### src/rtl/cache_ri_dre_ctrl_if.sv
// Command and dre refill/interface port bundle for cache_ri_dre_ctrl.
// master is the controller view; slave is the refill engine and dre view.
interface cache_ri_dre_ctrl_if #(
  parameter int ADDR_WIDTH      = 8,
  parameter int LINE_WORDS_LOG2 = 3
);
  logic                                  cmd_valid;
  logic                                  cmd_ready;
  logic [1:0]                            cmd_op;
  logic [ADDR_WIDTH-LINE_WORDS_LOG2-1:0] cmd_line;
  logic [1:0]                            cmd_channel;
  logic                                  done;
  logic                                  done_full;
  logic                                  done_any;
  logic                                  sel;
  logic [ADDR_WIDTH:0]                   ri_readAddress;
  logic [1:0]                            ri_readChannel;
  logic [7:0]                            ri_readData;
  logic [ADDR_WIDTH-1:0]                 ri_writeAddress;
  logic [1:0]                            ri_writeChannel;
  logic                                  ri_writeEnable;
  logic [7:0]                            ri_writeData;

  modport master (
    input  cmd_valid, cmd_op, cmd_line, cmd_channel,
    input  ri_readData,
    output cmd_ready, done, done_full, done_any, sel,
    output ri_readAddress, ri_readChannel,
    output ri_writeAddress, ri_writeChannel,
    output ri_writeEnable, ri_writeData
  );

  modport slave (
    output cmd_valid, cmd_op, cmd_line, cmd_channel,
    output ri_readData,
    input  cmd_ready, done, done_full, done_any, sel,
    input  ri_readAddress, ri_readChannel,
    input  ri_writeAddress, ri_writeChannel,
    input  ri_writeEnable, ri_writeData
  );
endinterface

### src/rtl/cache_ri_dre_ctrl.sv
// Line-level fill/clear/query walker for the dre tracking RAM ri port.
// Visits one dre entry of the line per cycle while holding sel.
module cache_ri_dre_ctrl #(
  parameter int ADDR_WIDTH      = 8,
  parameter int LINE_WORDS_LOG2 = 3
) (
  input logic                 clk,
  input logic                 rst_n,
  cache_ri_dre_ctrl_if.master ctrl_io
);
  localparam int LW   = ADDR_WIDTH - LINE_WORDS_LOG2;
  localparam int EW   = ADDR_WIDTH - 1;
  localparam int CW   = LINE_WORDS_LOG2 - 1;
  localparam int CNTW = (CW > 0) ? CW : 1;
  localparam int N    = 1 << CW;

  typedef enum logic [2:0] {
    IDLE, WRITE, READ, DRAIN, DONE
  } state_e;

  state_e          state_q, state_d;
  logic [1:0]      op_q, op_d;
  logic [LW-1:0]   line_q, line_d;
  logic [1:0]      ch_q, ch_d;
  logic [CNTW-1:0] cnt_q, cnt_d;
  logic            acc_and_q, acc_and_d;
  logic            acc_or_q, acc_or_d;

  logic [EW-1:0] ent;
  logic          cnt_last;
  logic          rd_full;
  logic          rd_any;

  // Line base plus counter; the counter never spills into the line bits.
  assign ent      = (EW'(line_q) << CW) | EW'(cnt_q);
  assign cnt_last = (cnt_q == CNTW'(N - 1));
  assign rd_full  = (ctrl_io.ri_readData == 8'hFF);
  assign rd_any   = (ctrl_io.ri_readData != 8'h00);

  always_ff @(posedge clk or negedge rst_n) begin
    if (!rst_n) begin
      state_q   <= IDLE;
      op_q      <= 2'd0;
      line_q    <= '0;
      ch_q      <= 2'd0;
      cnt_q     <= '0;
      acc_and_q <= 1'b0;
      acc_or_q  <= 1'b0;
    end else begin
      state_q   <= state_d;
      op_q      <= op_d;
      line_q    <= line_d;
      ch_q      <= ch_d;
      cnt_q     <= cnt_d;
      acc_and_q <= acc_and_d;
      acc_or_q  <= acc_or_d;
    end
  end

  always_comb begin
    state_d   = state_q;
    op_d      = op_q;
    line_d    = line_q;
    ch_d      = ch_q;
    cnt_d     = cnt_q;
    acc_and_d = acc_and_q;
    acc_or_d  = acc_or_q;

    ctrl_io.cmd_ready       = 1'b0;
    ctrl_io.done            = 1'b0;
    ctrl_io.done_full       = 1'b0;
    ctrl_io.done_any        = 1'b0;
    ctrl_io.sel             = 1'b0;
    ctrl_io.ri_readAddress  = '0;
    ctrl_io.ri_readChannel  = 2'd0;
    ctrl_io.ri_writeAddress = '0;
    ctrl_io.ri_writeChannel = 2'd0;
    ctrl_io.ri_writeEnable  = 1'b0;
    ctrl_io.ri_writeData    = 8'h00;

    unique case (state_q)
      IDLE: begin
        ctrl_io.cmd_ready = 1'b1;
        if (ctrl_io.cmd_valid) begin
          op_d   = ctrl_io.cmd_op;
          line_d = ctrl_io.cmd_line;
          ch_d   = ctrl_io.cmd_channel;
          cnt_d  = '0;
          unique case (1'b1)
            (ctrl_io.cmd_op == 2'd2): begin
              state_d   = READ;
              acc_and_d = 1'b1;
              acc_or_d  = 1'b0;
            end
            (ctrl_io.cmd_op == 2'd3): state_d = DONE;
            default:                  state_d = WRITE;
          endcase
        end
      end
      WRITE: begin
        ctrl_io.sel             = 1'b1;
        ctrl_io.ri_writeEnable  = 1'b1;
        ctrl_io.ri_writeAddress = {ent, 1'b0};
        ctrl_io.ri_writeChannel = ch_q;
        ctrl_io.ri_writeData    = (op_q == 2'd0) ? 8'hFF : 8'h00;
        cnt_d = cnt_q + CNTW'(1);
        if (cnt_last) begin
          cnt_d   = '0;
          state_d = DONE;
        end
      end
      READ: begin
        ctrl_io.sel            = 1'b1;
        ctrl_io.ri_readAddress = {ent, 2'b00};
        ctrl_io.ri_readChannel = ch_q;
        // Data for the previous entry arrives one cycle after its address.
        if (cnt_q != '0) begin
          acc_and_d = acc_and_q & rd_full;
          acc_or_d  = acc_or_q | rd_any;
        end
        if (cnt_last) state_d = DRAIN;
        else          cnt_d   = cnt_q + CNTW'(1);
      end
      DRAIN: begin
        ctrl_io.sel            = 1'b1;
        ctrl_io.ri_readAddress = {ent, 2'b00};
        ctrl_io.ri_readChannel = ch_q;
        acc_and_d = acc_and_q & rd_full;
        acc_or_d  = acc_or_q | rd_any;
        cnt_d     = '0;
        state_d   = DONE;
      end
      DONE: begin
        ctrl_io.done = 1'b1;
        if (op_q == 2'd2) begin
          ctrl_io.done_full = acc_and_q;
          ctrl_io.done_any  = acc_or_q;
        end
        state_d = IDLE;
      end
      default: state_d = IDLE;
    endcase
  end
endmodule

### src/flat_wrapper.sv
// flat-port wrapper written by rule: the top's interface ports become plain ports
module cache_ri_dre_ctrl_flat 
#(
  parameter int ADDR_WIDTH      = 8,
  parameter int LINE_WORDS_LOG2 = 3
)
  (clk, rst_n, ctrl_io_cmd_valid, ctrl_io_cmd_op, ctrl_io_cmd_line, ctrl_io_cmd_channel, ctrl_io_ri_readData, ctrl_io_cmd_ready, ctrl_io_done, ctrl_io_done_full, ctrl_io_done_any, ctrl_io_sel, ctrl_io_ri_readAddress, ctrl_io_ri_readChannel, ctrl_io_ri_writeAddress, ctrl_io_ri_writeChannel, ctrl_io_ri_writeEnable, ctrl_io_ri_writeData);
  cache_ri_dre_ctrl_if #(.ADDR_WIDTH(ADDR_WIDTH), .LINE_WORDS_LOG2(LINE_WORDS_LOG2)) ctrl_io_i ();
  input logic clk;
  input logic rst_n;
  input wire logic [$bits(ctrl_io_i.cmd_valid)-1:0] ctrl_io_cmd_valid;
  input wire logic [$bits(ctrl_io_i.cmd_op)-1:0] ctrl_io_cmd_op;
  input wire logic [$bits(ctrl_io_i.cmd_line)-1:0] ctrl_io_cmd_line;
  input wire logic [$bits(ctrl_io_i.cmd_channel)-1:0] ctrl_io_cmd_channel;
  input wire logic [$bits(ctrl_io_i.ri_readData)-1:0] ctrl_io_ri_readData;
  output wire logic [$bits(ctrl_io_i.cmd_ready)-1:0] ctrl_io_cmd_ready;
  output wire logic [$bits(ctrl_io_i.done)-1:0] ctrl_io_done;
  output wire logic [$bits(ctrl_io_i.done_full)-1:0] ctrl_io_done_full;
  output wire logic [$bits(ctrl_io_i.done_any)-1:0] ctrl_io_done_any;
  output wire logic [$bits(ctrl_io_i.sel)-1:0] ctrl_io_sel;
  output wire logic [$bits(ctrl_io_i.ri_readAddress)-1:0] ctrl_io_ri_readAddress;
  output wire logic [$bits(ctrl_io_i.ri_readChannel)-1:0] ctrl_io_ri_readChannel;
  output wire logic [$bits(ctrl_io_i.ri_writeAddress)-1:0] ctrl_io_ri_writeAddress;
  output wire logic [$bits(ctrl_io_i.ri_writeChannel)-1:0] ctrl_io_ri_writeChannel;
  output wire logic [$bits(ctrl_io_i.ri_writeEnable)-1:0] ctrl_io_ri_writeEnable;
  output wire logic [$bits(ctrl_io_i.ri_writeData)-1:0] ctrl_io_ri_writeData;
  assign ctrl_io_i.cmd_valid = ctrl_io_cmd_valid;
  assign ctrl_io_i.cmd_op = ctrl_io_cmd_op;
  assign ctrl_io_i.cmd_line = ctrl_io_cmd_line;
  assign ctrl_io_i.cmd_channel = ctrl_io_cmd_channel;
  assign ctrl_io_i.ri_readData = ctrl_io_ri_readData;
  assign ctrl_io_cmd_ready = ctrl_io_i.cmd_ready;
  assign ctrl_io_done = ctrl_io_i.done;
  assign ctrl_io_done_full = ctrl_io_i.done_full;
  assign ctrl_io_done_any = ctrl_io_i.done_any;
  assign ctrl_io_sel = ctrl_io_i.sel;
  assign ctrl_io_ri_readAddress = ctrl_io_i.ri_readAddress;
  assign ctrl_io_ri_readChannel = ctrl_io_i.ri_readChannel;
  assign ctrl_io_ri_writeAddress = ctrl_io_i.ri_writeAddress;
  assign ctrl_io_ri_writeChannel = ctrl_io_i.ri_writeChannel;
  assign ctrl_io_ri_writeEnable = ctrl_io_i.ri_writeEnable;
  assign ctrl_io_ri_writeData = ctrl_io_i.ri_writeData;
  cache_ri_dre_ctrl #(.ADDR_WIDTH(ADDR_WIDTH), .LINE_WORDS_LOG2(LINE_WORDS_LOG2)) u_core (.clk(clk), .rst_n(rst_n), .ctrl_io(ctrl_io_i));
endmodule
### config.mk
export PLATFORM = sky130hd
export DESIGN_NAME = cache_ri_dre_ctrl_flat
export DESIGN_NICKNAME = d
export VERILOG_FILES = /design/src/rtl/cache_ri_dre_ctrl_if.sv /design/src/rtl/cache_ri_dre_ctrl.sv /design/src/flat_wrapper.sv
export SDC_FILE = /design/constraint.sdc
export NUM_CORES = 1
export LEC_CHECK = 0
export ABC_AREA = 1
export ABC_CLOCK_PERIOD_IN_PS = 2450
export BUFFER_PORTS_ARGS = -buffer_cell sky130_fd_sc_hd__buf_4
export CAP_MARGIN = 5
export CELL_PAD_IN_SITES_DETAIL_PLACEMENT = 0
export CELL_PAD_IN_SITES_GLOBAL_PLACEMENT = 1
export CORE_AREA = 2 2 62 64
export CTS_CLUSTER_DIAMETER = 80
export DETAILED_ROUTE_END_ITERATION = 8
export DIE_AREA = 0 0 64 66
export PLACE_DENSITY_LB_ADDON = 0.1
export SKIP_CTS_REPAIR_TIMING = 1
export SYNTH_ARGS = -nofsm -noshare
export SYNTH_HDL_FRONTEND = slang
export SYNTH_SLANG_ARGS = --single-unit
### constraint.sdc
create_clock -name clk -period 2.45 [get_ports clk]
set_input_delay 0.6125 -clock clk [delete_from_list [all_inputs] [get_ports clk]]
set_output_delay 0.6125 -clock clk [all_outputs]
set_load 0.02 [all_outputs]
==> results of run 1 <==
power groups by stage:
stage | registers (W) | clock network (W) | logic, W
after detailed placement | 0.000472 | 0 | 0.00124
after global routing | 0.000483 | 0.000200 | 0.00137
after floorplan | 0.000454 | 0 | 0.000897
final | 0.000465 | 0.000181 | 0.00123
after CTS | 0.000466 | 0.000191 | 0.00125
after global placement | 0.000467 | 0 | 0.00124
metal layers:
| metal | routed length [um] | vias up | global-route usage (%) |
|---|---|---|---|
| li1 | - | 584 | - |
| met5 | 0 | - | 0 |
| met3 | 155 | 2 | 2.04 |
| met4 | 25 | 0 | 5.71 |
| met2 | 1320 | 28 | 22.7 |
| met1 | 1220 | 494 | 16.6 |
kinds of logic after synthesis:
logic type,synth area share (%)
flops,35.3
fa+ha+maj,2.21
compound gates,8.39
buf+inv,16.9
other cells,0.331
simple gates,36.9
metrics by stage:
step                      cells  worst slack [ns]
final                       260             0.203
after global routing        260           0.00962
after CTS                   260             0.163
after detailed placement    256             0.503
after global placement      256             0.577
after floorplan             169             0.279
final cells by class:
type                    count  area, um^2  area share (%)
multi-input cells         117         549            36.0
flip-flops and latches     16         400            26.2
repair buffers             52         390            25.6
inverters                  23        91.3            5.98
well taps                  48        60.1            3.93
clock buffers               4        36.3            2.38
sequential cells by signal, indices dropped and copies added (netlist names):
name,cells
u_core.acc_and_q,1
u_core.acc_or_q,1
u_core.ch_q,2
u_core.cnt_q,2
u_core.line_q,5
u_core.op_q,2
u_core.state_q,3
path summary, 6_finish.rpt:
kind                                            endpoint  slack (ns)  cells past startpoint
max                              ctrl_io_ri_writeData[4]        0.20                      5
min                        u_core.state_q[0]$_DFFE_PN0P_        0.16                      1
max reg2reg                  u_core.acc_or_q$_DFFE_PN0P_        0.98                      7
min reg2reg                  u_core.cnt_q[1]$_DFFE_PN0P_        0.53                      2
max in group asynchronous     u_core.ch_q[0]$_DFFE_PN0P_        2.10                      1
min in group clk             u_core.cnt_q[1]$_DFFE_PN0P_        0.53                      2
worst max-delay path, delay by kind of cell (launching register included):
family	cells	cell delay, ns
DFF	1	0.40
and+or+nand+nor	3	0.62
buffers and inverters	2	0.33
synth_stat cells, types with 2 or more instances:
cell type / instances
nor2_1: 42
nand2_1: 40
inv_1: 21
dfrtp_1: 16
nand3_1: 12
buf_4: 10
a21oi_2: 7
a21oi_1: 3
buf_2: 2
ha_1: 2
nand2_4: 2
o21ai_0: 2
==> results, run 1 <==
- The part of the power in combinational logic is 65.5%.
- The count of vias placed by the detailed router is 1108.
- The signal on the critical path passes through inv_1, nor2_1, nand2_1, nor3_2, buf_4.
- The die is 64 um wide.
- The area added between synthesis and finish is 34.8%.
- The endpoint type of the worst setup path is an output pin.
- The worst hold path belongs to the class primary input to asynchronous set/reset pin.
- The cell count after synthesis is 167.
- The first-pass GRT wire length is 4420 um.
- The buffer cell driving the clock tree root is clkbuf_4.
- The setup path with the least slack is of type flop to output pin.
- Yosys printed 0 warnings.
- Clock tree synthesis found a total of 16 sinks.
- The part of the Yosys area used for sequential elements is 35.3%.
- In this run the remaining antenna-violating nets after routing total 0.
- For this run, the top clock speed supported by timing is 0.445 GHz.
- The total wire length is 2730 um.
- In this run the cell area measured after placement is 0.00149 mm^2.
- The die covers 0.00422 mm^2.
- The clock period minus worst slack is 2.25 ns.
- Registers are responsible for 24.8% of the overall power.
- The initial antenna violation count came to 0.
- The top cell types in the final layout, fill and taps aside, are buf_4 (52), nor2_1 (42), nand2_1 (40).
- The launch point of the critical path is u_core.state_q[0]$_DFFE_PN0P_.
- The largest incremental delay on the critical path is 0.40 ns.
- STA classifies the critical path startpoint as a flop.
- The synthesized design contains 0 enable-type register cells.
- The final weighted congestion of routability-driven global placement is 0.824.
- No sink is reached through more buffers than the 2 on the longest clock path.
- The final standard cell utilization of the core is 43.0%.
- The slowest stage of the critical path belongs to the cell dfrtp_1.
- The layout cell share with drive strength beyond 1 is 33.0%.
- Setup violations remaining at the end of the flow were counted as 0.
- The number of vias per cell is 4.26.
- The aggregate negative setup slack is 0 ns.
- The HPWL reported at the end of detailed placement is 2140 um.
- In this run, synthesis produced a sequential element count of 16.
- Final hold analysis gives a worst-case slack of 0.164 ns.
- The peak fanout along the critical path is 8.
- In the global route stage, overall resource usage came out at 13.3%.
- The leakage power is 0.884 nW.
- The unique cell type count in the Yosys netlist is 20.
- Setup repair after global routing left no endpoint under its margin.
- In this run the tool buffered the top-level ports with 51 buffer cells.
- The H-tree depth is 1.
- In this run the core area contains 22 standard-cell rows.
- The signal arrival time at the worst endpoint is 1.63 ns.
- The number of diodes is 0.
- The number of fillers in the final layout is 383.
- For this run, the post-layout net count is 235.
- After synthesis, the cell types taking the most area are dfrtp_1 (35%), nor2_1 (14%), nand2_1 (13%).
- The completed layout was analyzed and its total power is 0.00187 W.
- Of all flip-flops after synthesis, the portion carrying an async set or reset was 100%.
- The critical path required time is 1.84 ns.
- The number of CTS-inserted buffers is 3.
- The final max-slew violation count was 0.
- The total internal power is 0.000932 W.
- The initial standard-cell utilization of the core is 31.9%.
- The final routed DRC violation total is 0.
- VDD sags by at most 0.455 mV.
- The run finished with clean final reports.
- The worst register-to-register path begins at u_core.state_q[2]$_DFFE_PN0P_.
- The mean post-synth cell area is 6.79 um^2.
- The max-cap violation count is 0.
- The portion of the clock cycle consumed by the worst path in the final layout is 91.7%.
- The count of routing violations after the opening detailed-route iteration is 24.
- The flip-flop cell with the highest count after synthesis is dfrtp_1.
- Leaving out fill and tap cells, the most frequent cell in the layout is buf_4.
- The share of Yosys cell area claimed by the top area cell type is 35.3%.
- The first-pass detailed-route iteration total is 4.
- For this design the total switching power over the nets is 0.000942 W.
- After routing the design area is 0.00153 mm^2.
- TritonCTS built the clock tree.
- The via count of the first global-routing pass was 1039.
- The largest area contributor in the netlist is dfrtp_1.
- Clock skew on the completed layout was measured at 0.00338 ns.
- After floorplanning, the core was sized to cover 0.00355 mm^2.
- The clock network accounts for 9.7% of the total power.
- The largest net degree at the start of global routing is 18.
- The count of endpoints failing hold in the final timing report is 0.
- After global routing the overflow that remains totals 0.
- The switching share of total power is 50.3%.
- 55 I/O pins were placed.
- Clock-pin slew was measured on the worst setup and hold paths at 0.10 ns.
- The die height is 66 um.
- The area of the mapped netlist is 0.00113 mm^2.
- For this design the ratio of total power to cell area is 1230 mW/mm^2.
- Clock latency on the worst-skew pair, taken at its later pin, is 0.29 ns.
- In the final routed layout, each cell accounts on average for 10.5 um.
Note: power is estimated with default switching activity, not from simulation.
==> run 2, diff against run 1 <==
Settings changed: MAX_ROUTING_LAYER from default to met4.
==> results, run 2 (synthesized netlist as in run 1, its figures left out) <==
- The layout cell share with drive strength beyond 1 was 33.0% (unchanged).
- The flow ran to the end, and the final reports show no timing, DRC or antenna violations.
- The flip-flop and latch area was 400 um^2 (unchanged).
- The number of diodes is 0 (unchanged).
- The H-tree depth is 1 (unchanged).
- The overflow left after global routing is 0 (unchanged).
- The power per unit of standard cell area is 1230 mW/mm^2 (about the same).
- The max-cap violation count was 0 (unchanged).
- The post-detailed-route count of antenna-violating nets is 0 (unchanged).
- The TritonCTS clock tree is yes.
- The clock skew after layout is 0.00328 ns (-0.000102 ns).
- The initial antenna violation count was 0 (unchanged).
- The flip-flop count of the largest register, all copies and words added is 5 (unchanged).
- The number of vias per cell is 4.28 (+0.45%).
- The clock period minus worst slack was 2.25 ns (+0.000333 ns).
- The critical path goes through inv_1, nor2_1, nand2_1, nor3_2, buf_4.
- The worst IR drop on VDD is 0.455 mV (about the same).
- The number of input and output port buffers inserted is 51 (unchanged).
- The number of top-level design ports came to 55 (unchanged).
- The aggregate negative setup slack is 0 ns (unchanged).
- The initial standard-cell utilization of the core is 31.9% (unchanged).
- The signal arrival time at the worst endpoint is 1.63 ns (about the same).
- The number of nets at the end of the flow came to 235 (unchanged).
- The peak fanout along the critical path came to 8 (unchanged).
- The post-detailed-route wirelength per cell is 10.5 um (about the same).
- The final routed DRC violation total is 0 (unchanged).
- The library cells used most frequently in the layout, excluding fill and tap cells, are buf_4 (52), nor2_1 (42), nand2_1 (40).
- In the final layout, the registers with the most flip-flops are u_core.line_q: 5 flops, u_core.state_q: 3 flops.
- The largest incremental delay on the critical path was 0.40 ns (about the same).
- The critical path required time is 1.84 ns (about the same).
- The worst hold path belongs to the class primary input to asynchronous set/reset pin.
- The die span in x came to 64 um (unchanged).
- The count of routing violations after the opening detailed-route iteration is 25 (+4.2%).
- The number of fillers in the final layout is 383 (unchanged).
- The area added between synthesis and finish is 34.8% (unchanged).
- The number of buffers between clock root and the deepest sink is 2 (unchanged).
- Setup repair after global routing left no endpoint under its margin.
- The final max-slew violation count is 0 (unchanged).
- The largest net degree at the start of global routing was 18 (unchanged).
- The endpoint type of the worst setup path is an output pin.
- The row count is 22 (unchanged).
- The overall power of the completed layout came to 0.00187 W (about the same).
- The count of endpoints failing hold in the final timing report is 0 (unchanged).
- The count of vias placed by the detailed router came to 1113 (+0.45%).
- The final count of negative-setup-slack endpoints is 0 (unchanged).
- The upper clock frequency limit came to 0.445 GHz (about the same).
- The buffer cell driving the clock tree root is clkbuf_4.
- The total wire length is 2730 um (about the same).
- Counting flops per register, the top entry is u_core.line_q.
- The area of the die came to 0.00422 mm^2 (unchanged).
- The overall track demand over capacity in global routing is 13.6% (+0.36 points).
- The worst slack on hold paths is 0.164 ns (-0.0000340 ns).
- The latest clock arrival within the worst-skew pair is 0.29 ns (about the same).
- The portion of the clock cycle consumed by the worst path in the final layout is 91.7% (about the same).
- The die height is 66 um (unchanged).
- The clock slew seen by the registers of the worst setup and hold paths came to 0.10 ns (about the same).
- STA classifies the critical path startpoint as a flop.
- The critical path start-end classification is flop to output pin.
- The slowest library cell on the worst path is dfrtp_1.
- The final weighted congestion of routability-driven global placement is 0.836 (+1.5%).
- The area of the core is 0.00355 mm^2 (unchanged).
- The first-pass detailed-route iteration total came to 4 (unchanged).
- The leakage power is 0.884 nW (unchanged).
- The area of the multi-input gates is 549 um^2 (unchanged).
- The number of sinks driven by the clock tree came to 16 (unchanged).
- The commonest non-fill, non-tap cell in the layout is buf_4.
- The number of CTS-inserted buffers is 3 (unchanged).
- The HPWL reported at the end of detailed placement is 2140 um (unchanged).
- The via count of the first global-routing pass is 1039 (unchanged).
- The first-pass GRT wire length came to 4420 um (unchanged).
## run 2: cell counts in the layout (fill, tap and decap cells not counted)
Identical to the previous run, type by type.
## run 2: worst paths after layout
check | start | end | slack, ns | depth (start not counted)
setup / recovery | u_core.state_q[0]$_DFFE_PN0P_ | ctrl_io_ri_writeData[4] | 0.20 | 5
hold / removal | rst_n | u_core.state_q[0]$_DFFE_PN0P_ | 0.16 | 1
setup reg to reg | u_core.state_q[2]$_DFFE_PN0P_ | u_core.acc_or_q$_DFFE_PN0P_ | 0.98 | 7
hold reg to reg | u_core.cnt_q[1]$_DFFE_PN0P_ | u_core.cnt_q[1]$_DFFE_PN0P_ | 0.53 | 2
max in group asynchronous | rst_n | u_core.ch_q[0]$_DFFE_PN0P_ | 2.10 | 1
min in group clk | u_core.cnt_q[1]$_DFFE_PN0P_ | u_core.cnt_q[1]$_DFFE_PN0P_ | 0.53 | 2
## run 2: per-stage QoR
stage	cell area, um^2	worst slack (ns)	instances	util [%]
finish	1530	0.203	260	43.0
global route	1530	0.00962	260	43.0
CTS	1530	0.163	260	43.0
detailed placement	1490	0.503	256	42.0
global placement	1490	0.577	256	42.0
floorplan	1140	0.279	169	-
## run 2: where the power goes
group / internal (W) / switching, W
clock: 0.0000904 / 0.0000908
sequential: 0.000385 / 0.0000804
combinational: 0.000457 / 0.000771
## run 2: layer usage
metal	vias up	global-route usage, %	wire length (um)
met5	-	-	0
met4	0	5.71	25
met3	2	1.70	145
met2	30	22.7	1330
met1	497	16.8	1230
li1	584	-	-
## run 2: area by class of cell
cell class / count / share of cell area [%]
clock buffer: 4 / 2.38
inverter: 23 / 5.98
multi-input combinational: 117 / 36.0
sequential: 16 / 26.2
tap: 48 / 3.93
timing repair buffer: 52 / 25.6
## run 2: critical path: cells and delay by family, from the launching register on
| kind | cells | cell delay (ns) |
|---|---|---|
| simple gates | 3 | 0.62 |
| buf+inv | 2 | 0.33 |
| flops | 1 | 0.40 |
==> run 3, diff against run 2 <==
--- a/config.mk
+++ b/config.mk
@@ -17,5 +17,5 @@
 export DIE_AREA = 0 0 64 66
 export MAX_ROUTING_LAYER = met4
-export PLACE_DENSITY_LB_ADDON = 0.1
+export PLACE_DENSITY_LB_ADDON = 0.25
 export SKIP_CTS_REPAIR_TIMING = 1
 export SYNTH_ARGS = -nofsm -noshare
==> constraint.sdc (replaced) <==
create_clock -name clk -period 2.45 [get_ports clk]
set_input_delay 0.6125 -clock clk [delete_from_list [all_inputs] [get_ports clk]]
set_output_delay 0.6125 -clock clk [all_outputs]
set_load 0.005 [all_outputs]
==> results, run 3 (synthesized netlist as in run 1, its figures left out) <==
- The run finished with clean final reports.
- The largest incremental delay on the critical path came to 0.40 ns (about the same).
- The aggregate negative setup slack is 0 ns (unchanged).
- The critical path required time is 1.84 ns (about the same).
- The library cells used most frequently in the layout, excluding fill and tap cells, are buf_4 (52), nor2_1 (42), nand2_1 (40).
- Leaving out fill and tap cells, the most frequent cell in the layout is buf_4.
- The final max-slew violation count is 0 (unchanged).
- The count of vias placed by the detailed router was 1123 (+0.90%).
- STA classifies the critical path startpoint as a flop.
- The first-pass GRT wire length is 4660 um (+5.3%).
- The post-detailed-route wirelength per cell is 10.3 um (-2.1%).
- The number of nets at the end of the flow is 235 (unchanged).
- The worst setup path is of the flop to output pin kind.
- The via count of the first global-routing pass was 1082 (+4.1%).
- The number of CTS-inserted buffers was 3 (unchanged).
- The number of sinks driven by the clock tree is 16 (unchanged).
- The tightest min-delay check is of the primary input to asynchronous set/reset pin type.
- The portion of the clock cycle consumed by the worst path in the final layout came to 89.9% (-1.8 points).
- The power per unit of standard cell area is 1080 mW/mm^2 (-12%).
- The register with the most flip-flops in the final layout is u_core.line_q.
- The HPWL reported at the end of detailed placement is 2130 um (-0.25%).
- The post-route non-filler standard cell count is 260 (unchanged).
- The area of the die is 0.00422 mm^2 (unchanged).
- The area added between synthesis and finish was 34.8% (unchanged).
- The number of diodes is 0 (unchanged).
- The worst IR drop on VDD is 0.377 mV (-17%).
- The number of vias per cell is 4.32 (+0.90%).
- The post-detailed-route count of antenna-violating nets was 0 (unchanged).
- The first-pass detailed-route iteration total came to 4 (unchanged).
- The worst setup path is captured at an output pin.
- The row count is 22 (unchanged).
- The H-tree depth came to 1 (unchanged).
- The number of fillers in the final layout is 372 (-2.9%).
- The peak fanout along the critical path is 8 (unchanged).
- The clock slew seen by the registers of the worst setup and hold paths is 0.10 ns (about the same).
- The number of input and output port buffers inserted is 51 (unchanged).
- The latest clock arrival within the worst-skew pair is 0.29 ns (about the same).
- The cell area after placement is 0.00149 mm^2 (unchanged).
- The area of the core is 0.00355 mm^2 (unchanged).
- The initial standard-cell utilization of the core came to 31.9% (unchanged).
- The die span in x is 64 um (unchanged).
- The clock skew after layout was 0.00547 ns (+0.00220 ns).
- The critical path goes through inv_1, nor2_1, nand2_1, nor3_2, buf_4.
- The count of routing violations after the opening detailed-route iteration is 26 (+4.0%).
- The total wire length is 2670 um (-2.1%).
- The buffer cell driving the clock tree root is clkbuf_4.
- The number of buffers between clock root and the deepest sink is 2 (unchanged).
- The layout cell share with drive strength beyond 1 was 33.0% (unchanged).
- Setup repair after global routing left no endpoint under its margin.
- The slowest stage of the critical path belongs to the cell dfrtp_1.
- The die height is 66 um (unchanged).
- The upper clock frequency limit is 0.454 GHz (+2.0%).
- The initial antenna violation count is 0 (unchanged).
- TritonCTS built the clock tree.
- The signal arrival time at the worst endpoint is 1.59 ns (-0.04 ns).
- The final count of negative-setup-slack endpoints is 0 (unchanged).
- The number of top-level design ports came to 55 (unchanged).
- The overall track demand over capacity in global routing is 14.3% (+0.63 points).
- The final routed DRC violation total is 0 (unchanged).
- The count of endpoints failing hold in the final timing report is 0 (unchanged).
- The max-cap violation count is 0 (unchanged).
- The summed area of non-filler cells in the final layout is 0.00153 mm^2 (unchanged).
- The clock period minus worst slack was 2.20 ns (-0.0435 ns).
- The overflow left after global routing came to 0 (unchanged).
- The final weighted congestion of routability-driven global placement is 0.853 (+2.0%).
- The reg2reg setup slack is 1.00 ns (+0.02 ns).
- The number of cells after detailed placement came to 256 (unchanged).
- The largest registers in the layout are u_core.line_q: 5 flops, u_core.state_q: 3 flops.
- The flip-flop count of the largest register, all copies and words added came to 5 (unchanged).
- The leakage power is 0.884 nW (unchanged).
- The largest net degree at the start of global routing was 18 (unchanged).
==> run 3: cell counts in the layout (fill, tap and decap cells not counted) <==
No cell type changed its count.
==> run 3: routing by layer <==
metal / track usage (%) / part of all wire, % / vias up
li1: - / - / 584
met3: 2.90 / 4.7 / 4
met1: 17.4 / 47 / 504
met5: - / 0 / -
met2: 23.3 / 47 / 31
met4: 5.43 / 1.2 / 0
==> run 3: path summary, 6_finish.rpt <==
kind                                                    start                             to  cells after the start
worst min-delay path                                    rst_n  u_core.state_q[0]$_DFFE_PN0P_                      1
max in group asynchronous                               rst_n     u_core.op_q[1]$_DFFE_PN0P_                      1
worst min register to register    u_core.cnt_q[1]$_DFFE_PN0P_    u_core.cnt_q[1]$_DFFE_PN0P_                      2
min in group clk                  u_core.cnt_q[1]$_DFFE_PN0P_    u_core.cnt_q[1]$_DFFE_PN0P_                      2
worst max-delay path            u_core.state_q[0]$_DFFE_PN0P_        ctrl_io_ri_writeData[1]                      5
worst max register to register  u_core.state_q[2]$_DFFE_PN0P_   u_core.acc_and_q$_DFFE_PN0P_                      7
==> run 3: worst max-delay path, delay by kind of cell, from the launching register on <==
family / cells / cell delay [ns]
buffers and inverters: 2 / 0.30
DFF: 1 / 0.40
and+or+nand+nor: 3 / 0.59
==> run 3: layout make-up <==
cell class / instances / area [um^2] / area share [%]
clock buffers: 4 / 36.3 / 2.38
inverters: 23 / 91.3 / 5.98
repair buffers: 52 / 390 / 25.6
flip-flops and latches: 16 / 400 / 26.2
multi-input cells: 117 / 549 / 36.0
well taps: 48 / 60.1 / 3.93
==> run 3: where the power goes <==
group	total (W)	switching (W)	internal, W
Sequential	0.000467	0.0000814	0.000385
Clock	0.000178	0.0000874	0.0000905
Combinational	0.00101	0.000563	0.000445
Total	0.00165	0.000732	0.000920
==> run 3: through the flow <==
step	utilization (%)	hold WS (ns)	total power, W	setup WS (ns)
final	43.0	0.159	0.00165	0.247
after CTS	43.0	0.158	0.00168	0.210
after global routing	43.0	0.152	0.00184	0.0844
after global placement	42.0	0.488	0.00149	0.612
after detailed placement	42.0	0.488	0.00149	0.549
after floorplan	-	0.317	0.00114	0.514
